File: config.mk
export PLATFORM = sky130hd
export DESIGN_NAME = uart_tx_arbiter
export DESIGN_NICKNAME = d
export VERILOG_FILES = /design/src/rtl/uart_tx_arbiter.sv
export SDC_FILE = /design/constraint.sdc
export NUM_CORES = 1
export LEC_CHECK = 0
export BUFFER_PORTS_ARGS = -buffer_cell sky130_fd_sc_hd__buf_2
export CORE_ASPECT_RATIO = 0.7
export CORE_MARGIN = 4
export CORE_UTILIZATION = 36
export CTS_CLUSTER_DIAMETER = 200
export DETAILED_ROUTE_END_ITERATION = 10
export GPL_TIMING_DRIVEN = 0
export HOLD_SLACK_MARGIN = 0.12
export PLACE_DENSITY = 0.86
export SYNTH_ARGS = -nofsm -noshare
export SYNTH_HDL_FRONTEND = slang
export SYNTH_SLANG_ARGS = --single-unit
File: constraint.sdc
create_clock -name clk -period 1.65 [get_ports clk]
set_input_delay 0.2475 -clock clk [delete_from_list [all_inputs] [get_ports clk]]
set_output_delay 0.2475 -clock clk [all_outputs]
set_load 0.1 [all_outputs]
File: src/rtl/uart_tx_arbiter.sv
// Packet-locked round-robin arbiter sharing one UART transmit byte path among N_REQ requesters.
// Define UART_ARB_TIMEOUT_EN to build the idle-lock watchdog (forced release after TIMEOUT stalled cycles).
module uart_tx_arbiter #(
   parameter int N_REQ   = 4,
   parameter int DATA_W  = 8,
   parameter int TIMEOUT = 1024
) (
   input  logic                     clk,
   input  logic                     rst_n,
   input  logic [N_REQ-1:0]         req_valid,
   input  logic [N_REQ*DATA_W-1:0]  req_data,
   input  logic [N_REQ-1:0]         req_last,
   output logic [N_REQ-1:0]         req_ready,
   output logic                     tx_valid,
   output logic [DATA_W-1:0]        tx_data,
   input  logic                     tx_ready,
   output logic [$clog2(N_REQ)-1:0] grant_id,
   output logic                     busy,
   output logic                     timeout_pulse
);
   localparam int GW = $clog2(N_REQ);
   localparam logic [GW:0] N_LIM = (GW+1)'(N_REQ);

   if (N_REQ < 2 || N_REQ > 16 || TIMEOUT < 2) begin : g_bad_params
      $error("uart_tx_arbiter: N_REQ must be 2..16 and TIMEOUT >= 2");
   end

   typedef enum logic {IDLE, LOCK} state_t;

   state_t          state_q, state_d;
   logic [GW-1:0]   rr_ptr_q, rr_ptr_d;
   logic [GW-1:0]   grant_q, grant_d;
   logic            busy_q, busy_d;

   logic [DATA_W-1:0] req_bytes [N_REQ];
   logic [N_REQ-1:0]  rot;
   logic [GW-1:0]     off;
   logic [GW:0]       pick_sum;
   logic [GW-1:0]     pick;
   logic              any_req;
   logic [GW:0]       grant_inc;
   logic [GW-1:0]     rr_wrap;
   logic              owner_valid;
   logic              owner_last;
   logic              xfer;
   logic              release_last;
   logic              release_wd;
   logic              wd_expired;

   for (genvar gi = 0; gi < N_REQ; gi++) begin : g_req
      assign req_bytes[gi] = req_data[gi*DATA_W +: DATA_W];
      assign req_ready[gi] = (state_q == LOCK) && (grant_q == GW'(gi)) && tx_ready;
   end

   assign owner_valid = req_valid[grant_q];
   assign owner_last  = req_last[grant_q];
   assign tx_valid    = (state_q == LOCK) && owner_valid;
   assign tx_data     = (state_q == LOCK) ? req_bytes[grant_q] : '0;
   assign xfer        = tx_valid && tx_ready;

   // Rotate requests so bit 0 is the rr_ptr slot; the lowest set bit is the winner's offset.
   assign rot     = N_REQ'({req_valid, req_valid} >> rr_ptr_q);
   assign any_req = |req_valid;

   always_comb begin
      off = '0;
      for (int k = N_REQ - 1; k >= 0; k--) begin
         if (rot[k]) off = GW'(k);
      end
   end

   assign pick_sum  = {1'b0, rr_ptr_q} + {1'b0, off};
   assign pick      = (pick_sum >= N_LIM) ? GW'(pick_sum - N_LIM) : pick_sum[GW-1:0];
   assign grant_inc = {1'b0, grant_q} + (GW+1)'(1);
   assign rr_wrap   = (grant_inc == N_LIM) ? '0 : grant_inc[GW-1:0];

   assign release_last = (state_q == LOCK) && xfer && owner_last;
   assign release_wd   = wd_expired && !release_last;

   always_comb begin
      state_d  = state_q;
      rr_ptr_d = rr_ptr_q;
      grant_d  = grant_q;
      busy_d   = busy_q;
      case (state_q)
         IDLE: begin
            if (any_req) begin
               state_d = LOCK;
               grant_d = pick;
               busy_d  = 1'b1;
            end
         end
         LOCK: begin
            if (release_last || release_wd) begin
               state_d  = IDLE;
               busy_d   = 1'b0;
               rr_ptr_d = rr_wrap;
            end
         end
         default: begin
            state_d = IDLE;
            busy_d  = 1'b0;
         end
      endcase
   end

   always_ff @(posedge clk or negedge rst_n) begin
      if (!rst_n) begin
         state_q  <= IDLE;
         rr_ptr_q <= '0;
         grant_q  <= '0;
         busy_q   <= 1'b0;
      end else begin
         state_q  <= state_d;
         rr_ptr_q <= rr_ptr_d;
         grant_q  <= grant_d;
         busy_q   <= busy_d;
      end
   end

`ifdef UART_ARB_TIMEOUT_EN
   localparam int WD_W = $clog2(TIMEOUT + 1);
   localparam logic [WD_W-1:0] WD_MAX = WD_W'(TIMEOUT);

   logic [WD_W-1:0] wd_q, wd_d;
   logic            pulse_q;

   // Counter sits at WD_MAX for one cycle; the edge after that forces the release.
   assign wd_expired = (state_q == LOCK) && (wd_q == WD_MAX);

   always_comb begin
      wd_d = wd_q;
      if (state_q != LOCK || xfer) begin
         wd_d = '0;
      end else if (!owner_valid && !wd_expired) begin
         wd_d = wd_q + WD_W'(1);
      end
   end

   always_ff @(posedge clk or negedge rst_n) begin
      if (!rst_n) begin
         wd_q    <= '0;
         pulse_q <= 1'b0;
      end else begin
         wd_q    <= wd_d;
         pulse_q <= release_wd;
      end
   end

   assign timeout_pulse = pulse_q;
`else
   assign wd_expired    = 1'b0;
   assign timeout_pulse = 1'b0;
`endif

   assign grant_id = grant_q;
   assign busy     = busy_q;

endmodule

==> impl_metrics.py, run 1 <==
metrics = {
    "status": {
        "status": "finished, violations left",
        "violations": "setup timing",
    },
    "logic_synthesis": {
        "syn_inst": 80,
        "synth-compound-area-share": 0.0913,
        "synth_top_family_by_area": "multiplexers",
        "synthSimpleGateAreaFrac": 0.249,
        "synth.distinct_cells": 34,
        "synth_xor_xnor_area_share": 0.0105,
        "seq_area_frac_synth": 0.180,
        "synth_seq_cells": 6,
        "syn_area_um2": 836,
        "synth_area_per_cell_um2": 10.4,
        "synth-adder-area-share": 0.0898,
        "syn-num-nets": 129,
        "ys.warnings.count": 0,
        "synthMuxAreaShare": 0.308,
    },
    "placed_design": {
        "port_buffers": 57,
        "gp_congestion": 0.729,
        "dp_hpwl_mm": 2.09,
        "dp_cells": 169,
    },
    "timing": {
        "post-route-period-util": 1.21,
        "setup_slack_ns": -0.348,
        "setup_violations": 16,
        "max_freq_ghz": 0.501,
        "drv_slew": 0,
        "clock_skew_ns": 0.00923,
        "whs_ns": 0.324,
        "hold_viol_final": 0,
        "rsz0062_at_grt": "yes",
        "min_period_ns": 2.00,
    },
    "floorplan": {
        "design.die.area_mm2": 0.00317,
        "design.core.area_mm2": 0.00217,
        "die_y_um": 48.3,
        "io_pins": 60,
        "start_util": 0.385,
        "row_count": 14,
        "die_w_um": 65.6,
    },
    "global_route": {
        "grt_pass1_wl_mm": 5.44,
        "grt_usage": 0.227,
        "grt_overflow": 0,
        "antenna_found_initial": 0,
        "grt_max_degree": 11,
        "first_global_vias": 1083,
    },
    "worst_setup_path": {
        "cp.arrival_ns": 1.75,
        "r2r_setup_slack_ns": -0.20,
        "end_kind": "output port",
        "critPathKind": "flip-flop to output port",
        "path_cells": "clkbuf_16 > mux4_2 > and2_4 > buf_12",
        "startpoint_type": "flip-flop",
        "slowest_delay_ns": 0.51,
        "worstPathRequired_ns": 1.40,
        "crit_path_top_delay_cell": "mux4_2",
        "worst-path-max-fanout": 5,
    },
    "route": {
        "drt-initial-drc-count": 60,
        "postRouteAntennaNets": 0,
        "routed_wirelength_mm": 4.15,
        "drc_errors": 0,
        "wl_per_cell_um": 23.0,
        "routed_via_density": 5.74,
        "drtPass1Iterations": 4,
        "via_count": 1033,
    },
    "finish": {
        "n_fill_cell": 133,
        "drive_gt1_frac": 0.784,
        "area_growth_pct": 96.7,
        "multi_input_area_um2": 751,
        "final-seq-area_um2": 158,
        "finalNonFillerCells": 180,
        "diodes": 0,
        "final_nets": 199,
    },
    "job": {
        "maxCapViolCount": 0,
    },
    "cts": {
        "cts_sinks": 6,
        "worstSkewPairLatency_ns": 0.27,
        "clockRootBuffer": "clkbuf_4",
        "path_clk_slew_ns": 0.06,
        "numCtsBuffers": 3,
        "clockBufferDepth": 2,
        "cts_tree": "yes",
        "htreeDepth": 1,
    },
    "hold_path": {
        "hold_class": "input pin to async pin",
    },
}
==> flip-flops by register name, indices dropped and copies added (netlist names) <==
signal,flops
busy,1
grant_id,2
state_q,1
rr_ptr_q,2
==> area by class of cell <==
cell class	count	area share
Multi-Input combinational cell	66	0.457
Sequential cell	6	0.0959
Clock buffer	3	0.0137
Timing Repair Buffer	65	0.347
Tap cell	32	0.0244
Inverter	2	0.0137
Buffer	6	0.0487
==> critical path, delay by kind of cell (launching register included) <==
family	cells	cell delay (ns)
buffers and inverters	2	0.32
DFF	1	0.45
and+or+nand+nor	1	0.19
muxes	1	0.51
==> routing by layer <==
layer,GRT usage,wire (um)
met4,0.107,220
met5,0,0
met1,0.239,1490
met3,0.0625,247
met2,0.412,2190
==> cells by family after synthesis <==
kind of cell               after synthesis
and+or+nand+nor                         33
muxes                                   13
AOI/OAI and AO/OA                       12
buffers and inverters                    8
adders and majority gates                6
DFF                                      6
other                                    1
xor gates and xnor gates                 1
==> final timing paths <==
| check | start | cells after the start | end |
|---|---|---|---|
| min in group clk | tx_ready | 3 | state_q |
| max in group asynchronous | rst_n | 2 | grant_id[1] |
| max | grant_id[0] | 4 | tx_data[4] |
| max reg2reg | grant_id[0] | 5 | rr_ptr_q[0] |
| min reg2reg | busy | 1 | busy |
| min | rst_n | 2 | grant_id[0] |
==> cell usage after synthesis <==
library cell,number,area share
inv_1,2,0.0090
a21o_1,2,0.018
buf_6,1,0.013
nor2b_1,2,0.015
nor3b_1,2,0.018
nor4_1,1,0.0075
nor2_1,3,0.013
mux2_2,2,0.027
nor3_1,1,0.0060
and3_1,4,0.030
a31o_1,1,0.010
mux2i_1,1,0.012
mux4_2,10,0.27
and2_1,10,0.075
buf_4,2,0.018
clkbuf_1,1,0.0045
and2b_2,2,0.021
nand3_2,1,0.012
clkbuf_8,1,0.016
a21oi_1,2,0.012
ha_1,6,0.090
xor2_1,1,0.010
nand3b_1,1,0.0090
o21ai_0,3,0.018
or4b_4,1,0.016
o211ai_1,1,0.0090
nand2_1,4,0.018
nand4_1,1,0.0075
o21a_1,1,0.0090
dfrtp_1,6,0.18
buf_2,1,0.0060
o22ai_1,1,0.0075
a31oi_1,1,0.0075
conb_1,1,0.0045
==> per-stage QoR <==
| stage | worst slack [ns] | utilization | cell area (um^2) | TNS (ns) |
|---|---|---|---|---|
| 2_1_floorplan | -0.204 | - | 911 | -2.18 |
| 3_3_place_gp | -0.191 | 0.569 | 1240 | -1.77 |
| 3_5_place_dp | -0.232 | 0.569 | 1240 | -2.11 |
| 4_1_cts | -0.281 | 0.710 | 1540 | -2.93 |
| 5_1_grt | -0.371 | 0.757 | 1640 | -4.63 |
| 6_report | -0.348 | 0.757 | 1640 | -3.94 |
==> cells in the final DEF (no fill, tap or decap), types with 2 or more instances in the layout <==
| master | n |
|---|---|
| a21oi_2 | 2 |
| and2_4 | 10 |
| nor2_1 | 3 |
| nor2b_1 | 2 |
| buf_2 | 44 |
| buf_8 | 3 |
| dfrtp_1 | 4 |
| inv_8 | 2 |
| mux4_2 | 10 |
| buf_6 | 2 |
| ha_1 | 2 |
| ha_4 | 3 |
| a21o_1 | 2 |
| buf_12 | 13 |
| clkbuf_4 | 3 |
| nand2_1 | 2 |
| o21ai_0 | 3 |
| and2b_2 | 2 |
| dfrtp_4 | 2 |
| nor3b_1 | 2 |
| mux2_4 | 2 |
| buf_4 | 5 |
| and3_4 | 3 |
| clkbuf_16 | 2 |
==> repair_timing <==
item / CTS / global route
pin swaps: 2 / 9
hold buffers: 1 / 0
gates resized for setup: 59 / 19
buffers inserted: 4 / 1
hold endpoints to repair: 6 / 0
cloned: 1 / 1
setup endpoints to repair: 16 / 16
Power of run 1 is not shown: default switching activity piles up to over one toggle a cycle in this logic, so the estimate is an artifact.
==> run 2, diff against run 1 <==
--- a/config.mk
+++ b/config.mk
@@ -16,2 +16,3 @@
 export PLACE_DENSITY = 0.86
+export RECOVER_POWER = 25
 export SYNTH_ARGS = -nofsm -noshare
--- a/constraint.sdc
+++ b/constraint.sdc
@@ -3,2 +3,2 @@
 set_output_delay 0.2475 -clock clk [all_outputs]
-set_load 0.1 [all_outputs]
+set_load 0.005 [all_outputs]
==> run 2 against run 1 <==
  * The flow still finishes with violations (setup timing)
  * Wire length is 29% lower
  * Clock skew is 0.0020 ns higher
  * Die area stayed put
  * First-iteration DRC count is 45% lower
  * Cell area is 19% lower
  * Via count is 8.5% lower
  * Non-clock buffer count is 1 higher
  * Critical endpoint is now tx_data[1]
  * Largest cell class unchanged
  * Highest routed layer unchanged
==> impl_metrics.py, run 2 (same netlist as run 1, synthesis figures left out) <==
metrics = {
    "worst_setup_path": {
        "cp.arrival_ns": 1.63,
        "critPathKind": "flip-flop to output port",
        "worst-path-buf-inv": 2,
        "worstPathRequired_ns": 1.40,
        "path_cells": "buf_12 > mux4_2 > and2_1 > buf_2",
        "cp_top_family": "multiplexers",
        "worst-path-max-fanout": 10,
        "end_kind": "output port",
        "startpoint_type": "flip-flop",
        "slowest_delay_ns": 0.51,
        "crit_path_top_delay_cell": "mux4_2",
    },
    "timing": {
        "rsz0062_at_grt": "yes",
        "clock_skew_ns": 0.0112,
        "drv_slew": 0,
        "whs_ns": 0.323,
        "min_period_ns": 1.88,
        "setup_slack_ns": -0.226,
        "hold_viol_final": 0,
        "max_freq_ghz": 0.533,
        "post-route-period-util": 1.14,
        "setup_violations": 15,
        "tns_ns": -2.34,
    },
    "placed_design": {
        "placed_area_mm2": 0.00117,
        "gp_congestion": 0.823,
        "port_buffers": 57,
        "pre_cts_slack_ns": -0.102,
        "dp_hpwl_mm": 2.03,
        "dp_cells": 169,
    },
    "route": {
        "drt-initial-drc-count": 33,
        "via_count": 945,
        "routed_via_density": 5.22,
        "wl_per_cell_um": 16.2,
        "routed_wirelength_mm": 2.92,
        "postRouteAntennaNets": 0,
        "drtPass1Iterations": 4,
        "drc_errors": 0,
    },
    "global_route": {
        "grt_usage": 0.174,
        "grt_overflow": 0,
        "grt_max_degree": 11,
        "grt_pass1_wl_mm": 4.30,
        "antenna_found_initial": 0,
        "first_global_vias": 962,
    },
    "cts": {
        "cts_tree": "yes",
        "htreeDepth": 1,
        "clockBufferDepth": 2,
        "worstSkewPairLatency_ns": 0.27,
        "path_clk_slew_ns": 0.06,
        "cts_sinks": 6,
        "clockRootBuffer": "clkbuf_4",
        "numCtsBuffers": 3,
    },
    "pwr": {
        "power.total_mw": 2.07,
        "vdd_drop_max_v": 0.000655,
        "p_leak_nw": 0.659,
        "power_density_mw_per_mm2": 1550,
    },
    "floorplan": {
        "row_count": 14,
        "design.die.area_mm2": 0.00317,
        "io_pins": 60,
        "start_util": 0.385,
        "die_w_um": 65.6,
        "die_y_um": 48.3,
        "design.core.area_mm2": 0.00217,
    },
    "finish": {
        "final_cell_mix": "55 x buf_2, 10 x mux4_2, 8 x buf_4",
        "final_nets": 200,
        "fin_util": 0.613,
        "drive_gt1_frac": 0.671,
        "final_common_cell": "buf_2",
        "diodes": 0,
        "final_cell_area_mm2": 0.00133,
        "area_growth_pct": 59.3,
        "finalNonFillerCells": 181,
    },
    "status": {
        "status": "finished, violations left",
        "violations": "setup timing",
    },
    "job": {
        "maxCapViolCount": 0,
    },
    "hold_path": {
        "hold_class": "input pin to flip-flop",
    },
}
## run 2: what timing repair did
action	in CTS	in global routing
endpoints found under the setup margin	15	16
hold buffers	1	0
pin swaps	6	7
hold endpoints to repair	6	0
buffers inserted	5	4
gates resized for setup	7	14
## run 2: cell type report
| type | instances | area (um^2) |
|---|---|---|
| repair buffers | 67 | 375 |
| multi-input cells | 66 | 674 |
| fillers | 178 | 841 |
| inverters | 2 | 7.51 |
| clock buffers | 3 | 22.5 |
| well taps | 32 | 40.0 |
| flip-flops and latches | 6 | 154 |
| plain buffers | 5 | 57.6 |
## run 2: metal layers
layer  share of wire  routed length (um)  global-route usage
met5               0                   0                   0
met4           0.029                  84              0.0793
met1            0.39                1140               0.194
met2            0.52                1520               0.292
met3           0.062                 180              0.0648
## run 2: worst register-to-register path, stage by stage (launching register included)
cell and delay (ns):
dfrtp_2 0.39, buf_4 0.12, buf_6 0.10, mux4_2 0.50, and2_4 0.17, nand3_4 0.10
mux2_4 0.31
## run 2: worst paths after layout
path                            cells past startpoint  slack (ns)           to        start
worst min register to register                      1        0.49         busy         busy
worst max register to register                      6       -0.17  rr_ptr_q[0]  grant_id[0]
worst min-delay path                                3        0.32      state_q     tx_ready
max in group asynchronous                           2        0.96  grant_id[1]        rst_n
min in group asynchronous                           2        0.39      state_q        rst_n
worst max-delay path                                4       -0.23   tx_data[1]  grant_id[0]
## run 2: power breakdown
part | leakage, nW | total [mW] | internal (mW) | switching [mW]
Sequential | 0.0645 | 0.346 | 0.228 | 0.118
Clock | 0.0138 | 0.154 | 0.0834 | 0.0703
Combinational | 0.581 | 1.57 | 0.928 | 0.639
Total | 0.659 | 2.07 | 1.24 | 0.827
Power figures use the tool's default switching activity.
==> run 3, diff against run 2 <==
- PLACE_DENSITY: 0.86 -> 0.78
- RECOVER_POWER: 25 -> default
- SLEW_MARGIN: default -> 40
==> run 3 against run 2 <==
  * The run still ends with setup timing left
  * First-iteration DRC count grew 15%
  * Critical path depth is the same
  * Clock skew shrank 0.0054 ns
  * Maximum frequency grew 2.5%
  * Sequential power shrank 4%
  * Die area is the same
  * Sequential share of layout area shrank 0.24 points
  * Cell area grew 1.3%
  * Power shrank 0.54%
  * Worst hold slack gained 0.0063 ns
  * Register-to-register slack is essentially flat
  * Global-route usage shrank 0.17 points
  * Critical path type unchanged
  * Critical endpoint is now tx_data[2]
  * Largest power group unchanged
==> impl_metrics.py, run 3 (same netlist as run 1, synthesis figures left out) <==
metrics = {
    "worst_setup_path": {
        "worst-path-max-fanout": 9,
        "critPathKind": "flip-flop to output port",
        "startpoint_type": "flip-flop",
        "worstPathRequired_ns": 1.40,
        "cp.arrival_ns": 1.58,
        "end_kind": "output port",
    },
    "cts": {
        "worstSkewPairLatency_ns": 0.25,
        "clockBufferDepth": 2,
        "htreeDepth": 1,
        "clockRootBuffer": "clkbuf_4",
        "path_clk_slew_ns": 0.05,
        "cts_tree": "yes",
        "numCtsBuffers": 3,
        "cts_sinks": 6,
    },
    "floorplan": {
        "die_w_um": 65.6,
        "start_util": 0.385,
        "row_count": 14,
        "design.die.area_mm2": 0.00317,
        "io_pins": 60,
        "design.core.area_mm2": 0.00217,
        "die_y_um": 48.3,
    },
    "timing": {
        "setup_slack_ns": -0.180,
        "rsz0062_at_grt": "yes",
        "tns_ns": -1.76,
        "setup_violations": 14,
        "max_freq_ghz": 0.546,
        "hold_viol_final": 0,
        "drv_slew": 0,
        "post-route-period-util": 1.11,
        "whs_ns": 0.330,
        "clock_skew_ns": 0.00585,
        "min_period_ns": 1.83,
    },
    "global_route": {
        "grt_pass1_wl_mm": 4.31,
        "grt_max_degree": 11,
        "first_global_vias": 942,
        "antenna_found_initial": 0,
        "grt_overflow": 0,
        "grt_usage": 0.172,
    },
    "finish": {
        "final_cell_mix": "55 x buf_2, 10 x mux4_2, 9 x and2_1",
        "final_nets": 198,
        "diodes": 0,
        "fin_util": 0.621,
        "area_growth_pct": 61.4,
        "final_common_cell": "buf_2",
        "drive_gt1_frac": 0.682,
    },
    "status": {
        "violations": "setup timing",
        "status": "finished, violations left",
    },
    "placed_design": {
        "port_buffers": 57,
        "gp_congestion": 0.797,
        "dp_hpwl_mm": 2.10,
    },
    "hold_path": {
        "hold_class": "input pin to flip-flop",
    },
    "route": {
        "routed_wirelength_mm": 2.83,
        "drt-initial-drc-count": 38,
        "via_count": 944,
        "postRouteAntennaNets": 0,
        "drc_errors": 0,
        "routed_via_density": 5.24,
        "wl_per_cell_um": 15.7,
        "drtPass1Iterations": 5,
    },
    "pwr": {
        "power.total_mw": 2.06,
        "vdd_drop_max_v": 0.000850,
        "p_leak_nw": 0.646,
        "power_density_mw_per_mm2": 1520,
    },
    "job": {
        "maxCapViolCount": 0,
    },
}
## run 3: cell count changes in the layout (fill, tap and decap cells not counted), moves of 2 or more
| cell | change |
|---|---|
| and2_1 | +2 |
| and2_4 | -2 |
| buf_4 | -2 |
| inv_1 | -2 |
| inv_4 | +2 |
| mux2_2 | +2 |
| mux2_4 | -2 |
## run 3: power breakdown
group          switching [mW]  leakage, nW  total, mW  internal, mW
sequential              0.106       0.0655      0.331         0.226
combinational           0.655        0.565       1.57         0.915
clock                  0.0625       0.0150      0.155        0.0922
total                   0.823        0.646       2.06          1.23
## run 3: worst max-delay path: stages, from the launching register on
cell and delay, ns:
dfrtp_2 0.38, buf_12 0.14, mux4_2 0.52, and2_1 0.17
buf_2 0.12
## run 3: routing by layer
metal  track usage  up-vias  share of wire
li1              -      433              -
met1         0.199      466           0.39
met2         0.313       39           0.54
met3        0.0556        6          0.053
met4        0.0276        0          0.012
met5             0        -              0
## run 3: path summary, 6_finish.rpt
check                                    to  cells past startpoint        start  slack, ns
max in group asynchronous       grant_id[0]                      2        rst_n       1.15
min in group asynchronous           state_q                      2        rst_n       0.35
worst min register to register         busy                      1         busy       0.48
worst max register to register  rr_ptr_q[1]                      5  grant_id[0]      -0.18
worst min-delay path                state_q                      3     tx_ready       0.33
worst max-delay path             tx_data[2]                      4  grant_id[0]      -0.18
## run 3: final cells by class
| class | count | area, um^2 |
|---|---|---|
| repair buffers | 64 | 370 |
| clock buffers | 4 | 26.3 |
| inverters | 2 | 12.5 |
| multi-input cells | 66 | 678 |
| flip-flops and latches | 6 | 153 |
| well taps | 32 | 40.0 |
| fillers | 189 | 823 |
| plain buffers | 6 | 68.8 |
## run 3: metrics by stage
| stage | setup WS, ns | std cells | instance area (um^2) |
|---|---|---|---|
| final | -0.180 | 180 | 1350 |
| after global routing | -0.236 | 180 | 1350 |
| after CTS | -0.186 | 179 | 1260 |
| after detailed placement | -0.109 | 169 | 1170 |
| after global placement | -0.0730 | 169 | 1170 |
| after floorplan | 0.0303 | 80 | 841 |
## run 3: repair_timing
action / in CTS / in global routing
setup endpoints to repair: 15 / 15
pin swaps: 0 / 7
setup buffers: 5 / 0
cloned: 0 / 1
hold buffers: 1 / 0
endpoints found under the hold margin: 6 / 0
gates resized for setup: 7 / 15
